===== src/rtl/sshooter_audio_mixer.sv =====
// Final mixer for the Scooter Shooter sound board: FM plus three PSG channels, each with a gain,
// summed through one shared multiplier, then scaled, saturated and emitted once every DIV clocks.
module sshooter_audio_mixer #(
   parameter int DIV        = 128,
   parameter int GAIN_SHIFT = 6
) (
   input  logic               clk,
   input  logic               reset,
   input  logic signed [15:0] fm_in,
   input  logic signed [15:0] psg_a,
   input  logic signed [15:0] psg_b,
   input  logic signed [15:0] psg_c,
   input  logic        [7:0]  gain_fm,
   input  logic        [7:0]  gain_a,
   input  logic        [7:0]  gain_b,
   input  logic        [7:0]  gain_c,
   input  logic               mute,
   input  logic               clip_clr,
   output logic signed [15:0] out,
   output logic               out_valid,
   output logic               clip
);

   localparam int                    CNT_W    = 10;
   localparam logic [CNT_W-1:0]      CNT_LAST = CNT_W'(DIV - 1);
   localparam logic signed [26:0]    MAX16    = 27'sd32767;
   localparam logic signed [26:0]    MIN16    = -27'sd32768;

   typedef enum logic [1:0] {
      IDLE = 2'd0,
      MAC  = 2'd1,
      SAT  = 2'd2
   } state_t;

   state_t                  state_reg, state_next;
   logic [CNT_W-1:0]        count_reg, count_next;
   logic [1:0]              idx_reg, idx_next;
   logic signed [26:0]      acc_reg, acc_next;
   logic signed [15:0]      out_reg, out_next;
   logic                    out_valid_reg, out_valid_next;
   logic                    clip_reg, clip_next;

   logic                    snap_en;
   logic signed [15:0]      sample_in [4];
   logic        [7:0]       gain_in   [4];
   logic signed [15:0]      snap_sample [4];
   logic        [7:0]       snap_gain   [4];

   // Index order fixes the accumulation order: fm, a, b, c.
   assign sample_in[0] = fm_in;
   assign sample_in[1] = psg_a;
   assign sample_in[2] = psg_b;
   assign sample_in[3] = psg_c;
   assign gain_in[0]   = gain_fm;
   assign gain_in[1]   = gain_a;
   assign gain_in[2]   = gain_b;
   assign gain_in[3]   = gain_c;

   assign snap_en = (count_reg == CNT_LAST);

   // Snapshot registers isolate the sample in flight from later input changes.
   generate
      for (genvar gi = 0; gi < 4; gi++) begin : g_snap
         logic signed [15:0] sample_reg;
         logic        [7:0]  gain_reg;

         always_ff @(posedge clk) begin
            if (reset) begin
               sample_reg <= '0;
               gain_reg   <= '0;
            end else if (snap_en) begin
               sample_reg <= sample_in[gi];
               gain_reg   <= gain_in[gi];
            end
         end

         assign snap_sample[gi] = sample_reg;
         assign snap_gain[gi]   = gain_reg;
      end
   endgenerate

   // Shared multiplier: 16-bit signed sample times zero-extended 8-bit gain.
   logic signed [24:0] sample_ext;
   logic signed [24:0] gain_ext;
   logic signed [24:0] product;

   assign sample_ext = 25'(snap_sample[idx_reg]);
   assign gain_ext   = {17'd0, snap_gain[idx_reg]};
   assign product    = sample_ext * gain_ext;

   logic signed [26:0] shifted;
   logic               pos_ovf;
   logic               neg_ovf;
   logic signed [15:0] sat_value;

   assign shifted = acc_reg >>> GAIN_SHIFT;
   assign pos_ovf = (shifted > MAX16);
   assign neg_ovf = (shifted < MIN16);

   always_comb begin
      sat_value = shifted[15:0];
      if (pos_ovf) begin
         sat_value = 16'sh7fff;
      end else if (neg_ovf) begin
         sat_value = 16'sh8000;
      end
   end

   always_ff @(posedge clk) begin
      if (reset) begin
         state_reg     <= IDLE;
         count_reg     <= '0;
         idx_reg       <= '0;
         acc_reg       <= '0;
         out_reg       <= '0;
         out_valid_reg <= 1'b0;
         clip_reg      <= 1'b0;
      end else begin
         state_reg     <= state_next;
         count_reg     <= count_next;
         idx_reg       <= idx_next;
         acc_reg       <= acc_next;
         out_reg       <= out_next;
         out_valid_reg <= out_valid_next;
         clip_reg      <= clip_next;
      end
   end

   always_comb begin
      state_next     = state_reg;
      count_next     = (count_reg == CNT_LAST) ? '0 : count_reg + 1'b1;
      idx_next       = idx_reg;
      acc_next       = acc_reg;
      out_next       = out_reg;
      out_valid_next = 1'b0;
      clip_next      = clip_reg;

      if (clip_clr) begin
         clip_next = 1'b0;
      end

      case (state_reg)
         MAC: begin
            acc_next = acc_reg + 27'(product);
            idx_next = idx_reg + 2'd1;
            if (idx_reg == 2'd3) begin
               state_next = SAT;
            end
         end
         SAT: begin
            out_valid_next = 1'b1;
            state_next     = IDLE;
            if (mute) begin
               out_next = '0;
            end else begin
               out_next = sat_value;
               // A saturation event outranks a simultaneous clear.
               if (pos_ovf || neg_ovf) begin
                  clip_next = 1'b1;
               end
            end
         end
         default: begin
            state_next = IDLE;
         end
      endcase

      // DIV >= 8 guarantees the previous sequence has finished by the snapshot edge.
      if (snap_en) begin
         acc_next   = '0;
         idx_next   = '0;
         state_next = MAC;
      end
   end

   assign out       = out_reg;
   assign out_valid = out_valid_reg;
   assign clip      = clip_reg;

endmodule


===== config.mk =====
export PLATFORM = sky130hd
export DESIGN_NAME = sshooter_audio_mixer
export DESIGN_NICKNAME = d
export VERILOG_FILES = /design/src/rtl/sshooter_audio_mixer.sv
export SDC_FILE = /design/constraint.sdc
export NUM_CORES = 1
export LEC_CHECK = 0
export CAP_MARGIN = 20
export CORE_MARGIN = 4
export CORE_UTILIZATION = 47
export DETAILED_ROUTE_END_ITERATION = 10
export GPL_TIMING_DRIVEN = 1
export HOLD_SLACK_MARGIN = 0.06
export PLACE_DENSITY = 0.68
export SYNTH_ARGS = -nofsm -noshare
export SYNTH_HDL_FRONTEND = slang
export SYNTH_SLANG_ARGS = --single-unit

===== constraint.sdc =====
create_clock -name clk -period 14.7 [get_ports clk]
set_input_delay 2.94 -clock clk [delete_from_list [all_inputs] [get_ports clk]]
set_output_delay 2.94 -clock clk [all_outputs]
set_load 0.01 [all_outputs]

==> results_dict.tcl <==
set metrics [dict create \
    groute.usage.overall_pct 20.3 \
    post-synth-top-count-cell "nand2_1" \
    clockBufferDepth 2 \
    ys_warn_count 0 \
    min_period_ns 6.74 \
    cts_hold_buf 0 \
    synth_area_leaders "dfxtp_1 (27%), fa_1 (22%), nand2_1 (10%), a21oi_1 (6.6%), ha_1 (6.5%)" \
    largest_reg_flops 64 \
    finalHoldViolations 0 \
    grt_pass1_vias 9383 \
    rows 57 \
    syn-num-nets 1664 \
    cts_resized 0 \
    wirelength_um 27700 \
    crit_arrival_ns 7.03 \
    rr_startpoint "idx_reg[0]" \
    port_buffers 117 \
    clkSlewWorstSetupHoldPaths_ns 0.07 \
    status "completed" \
    nFillCells 2283 \
    rsz0062_at_grt "false" \
    finalPower_w 0.000924 \
    gp_congestion 0.923 \
    cp-start-kind "register" \
    syn-cell-area_sq_um 11700 \
    synth-edff-count 0 \
    vias 9319 \
    path_max_fanout 26 \
    synthFlopType "dfxtp_1" \
    die_h_um 166 \
    post_drt_wl_per_cell_um 15.5 \
    core_area_sq_um 24400 \
    hold_start "out[13]" \
    p_leak_nw 5.65 \
    synth-seq-cells 155 \
    async_flop_share_pct 0 \
    fin_skew_ns 0.0135 \
    grt-ovfl-total 0 \
    slew_viol_final 0 \
    cts_tree "yes" \
    slew_headroom_pct 32.6 \
    nNetsFinal 1739 \
    yosys.area.top_type "dfxtp_1" \
    die_area_sq_um 27400 \
    grt_max_degree 98 \
    yosysUniqueCellTypes 55 \
    cts_sinks 155 \
    post-cts-setup-buffer-count 0 \
    min_path_type "register to register" \
    drtPass1Iterations 5 \
    vias_per_cell 5.21 \
    ios 118 \
    synth_cells 1376 \
    start_util_pct 47.9 \
    min_path_cells 2 \
    cts_buffers 17 \
    layout-drive-gt1-share_pct 5.33 \
    rrSetupSlack_ns 7.96 \
    syn_to_final_growth_pct 17.0 \
    post-route-period-util_pct 45.9 \
    synth_seq_area_share_pct 26.6 \
    cp.required_ns 14.99 \
    r2r_end "acc_reg[22]" \
    insertion_delay_ns 0.44 \
    avgSynthCellArea_sq_um 8.49 \
    setup_viol 0 \
    hold_end "out[13]" \
    path_class "register to register" \
    worst_pin_slew_ns 1.01 \
    n_antenna_cell 0 \
    r2r_cells 18 \
    cp-end-kind "register" \
    cts_max_level 4 \
    ir_worst_vdd_mv 0.0606 \
    synth_common_cells "nand2_1 (318), inv_1 (187), a21oi_1 (155), dfxtp_1 (155), fa_1 (127)" \
    dr.first_iter.drc_count 609 \
    ant_nets 0 \
    grt_pass1_wl_um 46300 \
    cts_root_buffer "clkbuf_16" \
    powerDensity_nw_per_um2 67.6 \
    cap_violations 0 \
    drcViolationCount 0 \
    tns_ns 0 \
    antenna_found_initial 0 \
    die_width_um 166 \
    synth_top_area_share_pct 26.6 \
    dpl.hpwl_um 21200 \
    fmax_mhz 148 \
]
worst max-delay path, stage by stage (launching register included):
cell	delay (ns)
dfxtp_2	0.92
mux4_2	0.78
and2_1	0.26
fa_1	0.47
inv_1	0.25
fa_1	0.59
fa_1	0.60
inv_1	0.06
fa_1	0.53
inv_1	0.05
fa_1	0.50
inv_1	0.04
ha_1	0.39
nand2_1	0.10
o21ai_0	0.41
o21ai_0	0.16
o31a_1	0.13
o31ai_1	0.25
a21oi_1	0.10
how the worst max path moves through the flow:
stage / start / end / cells after the start
finish: idx_reg[0] / acc_reg[22] / 18
global route: idx_reg[0] / acc_reg[26] / 19
CTS: idx_reg[0] / acc_reg[22] / 18
detailed placement: idx_reg[0] / acc_reg[22] / 18
global placement: idx_reg[0] / acc_reg[24] / 19
floorplan: idx_reg[0] / acc_reg[22] / 21
area by class of cell:
| type | instances | area [sq um] | share of cell area [%] |
|---|---|---|---|
| multi-input cells | 965 | 7590 | 55.5 |
| flip-flops and latches | 155 | 3100 | 22.7 |
| repair buffers | 125 | 1230 | 8.99 |
| inverters | 187 | 702 | 5.14 |
| clock buffers | 17 | 425 | 3.11 |
| well taps | 324 | 405 | 2.97 |
| clock inverters | 15 | 211 | 1.55 |
metrics by stage:
stage          instances  area, sq um  hold slack, ns  setup slack (ns)  util (%)
2_1_floorplan       1376        11700           0.425              8.66         -
3_3_place_gp        1755        13000           0.438              8.06      53.4
3_5_place_dp        1756        13000           0.444              7.96      53.4
4_1_cts             1788        13700           0.454              7.87      56.0
5_1_grt             1788        13700           0.472              7.41      56.0
6_report            1788        13700           0.451              7.96      56.0
where the power goes:
| group | internal (W) | total (W) | switching [W] |
|---|---|---|---|
| combinational | 0.0000242 | 0.0000366 | 0.0000124 |
| sequential | 0.000420 | 0.000421 | 0.000000748 |
| clock | 0.000236 | 0.000466 | 0.000230 |
| total | 0.000681 | 0.000924 | 0.000243 |
kinds of logic (layout without fill, tap and decap cells):
family	count (synthesis)	after routing	share of synthesized area (%)
AO/OA/AOI/OAI	236	236	11.1
XOR/XNOR	27	27	2.02
buffers and inverters	256	344	8.53
multiplexers	25	25	4.71
AND/OR/NAND/NOR	489	489	18.7
flip-flops	155	155	26.6
adder cells (fa/ha/maj)	188	188	28.3
layer usage:
metal,vias up,track usage (%),wire length (um)
li1,4541,-,-
met1,4556,27.4,12000
met2,192,34.4,14000
met3,30,3.19,1190
met4,0,5.49,442
met5,-,0,0
layout by cell type (no fill, tap or decap), types with 5 or more instances in the layout:
cell type	netlist	routed
dfxtp_1	155	154
nand2_1	318	318
nand3_1	20	20
nand4_1	9	9
inv_1	187	187
a21oi_1	155	155
fa_1	127	127
xnor2_1	17	17
o21a_1	6	6
a21o_1	5	5
o21ai_0	31	31
nor2_1	33	33
and3_1	8	8
clkbuf_16	0	17
ha_1	61	61
clkinv_8	0	7
buf_4	0	9
nand2b_1	6	6
nor3_1	6	6
and2_1	70	70
mux4_2	24	24
xor2_1	10	10
clkdlybuf4s50_1	0	116
o21ai_1	11	11
No activity file was read; power rests on OpenSTA's default activity.
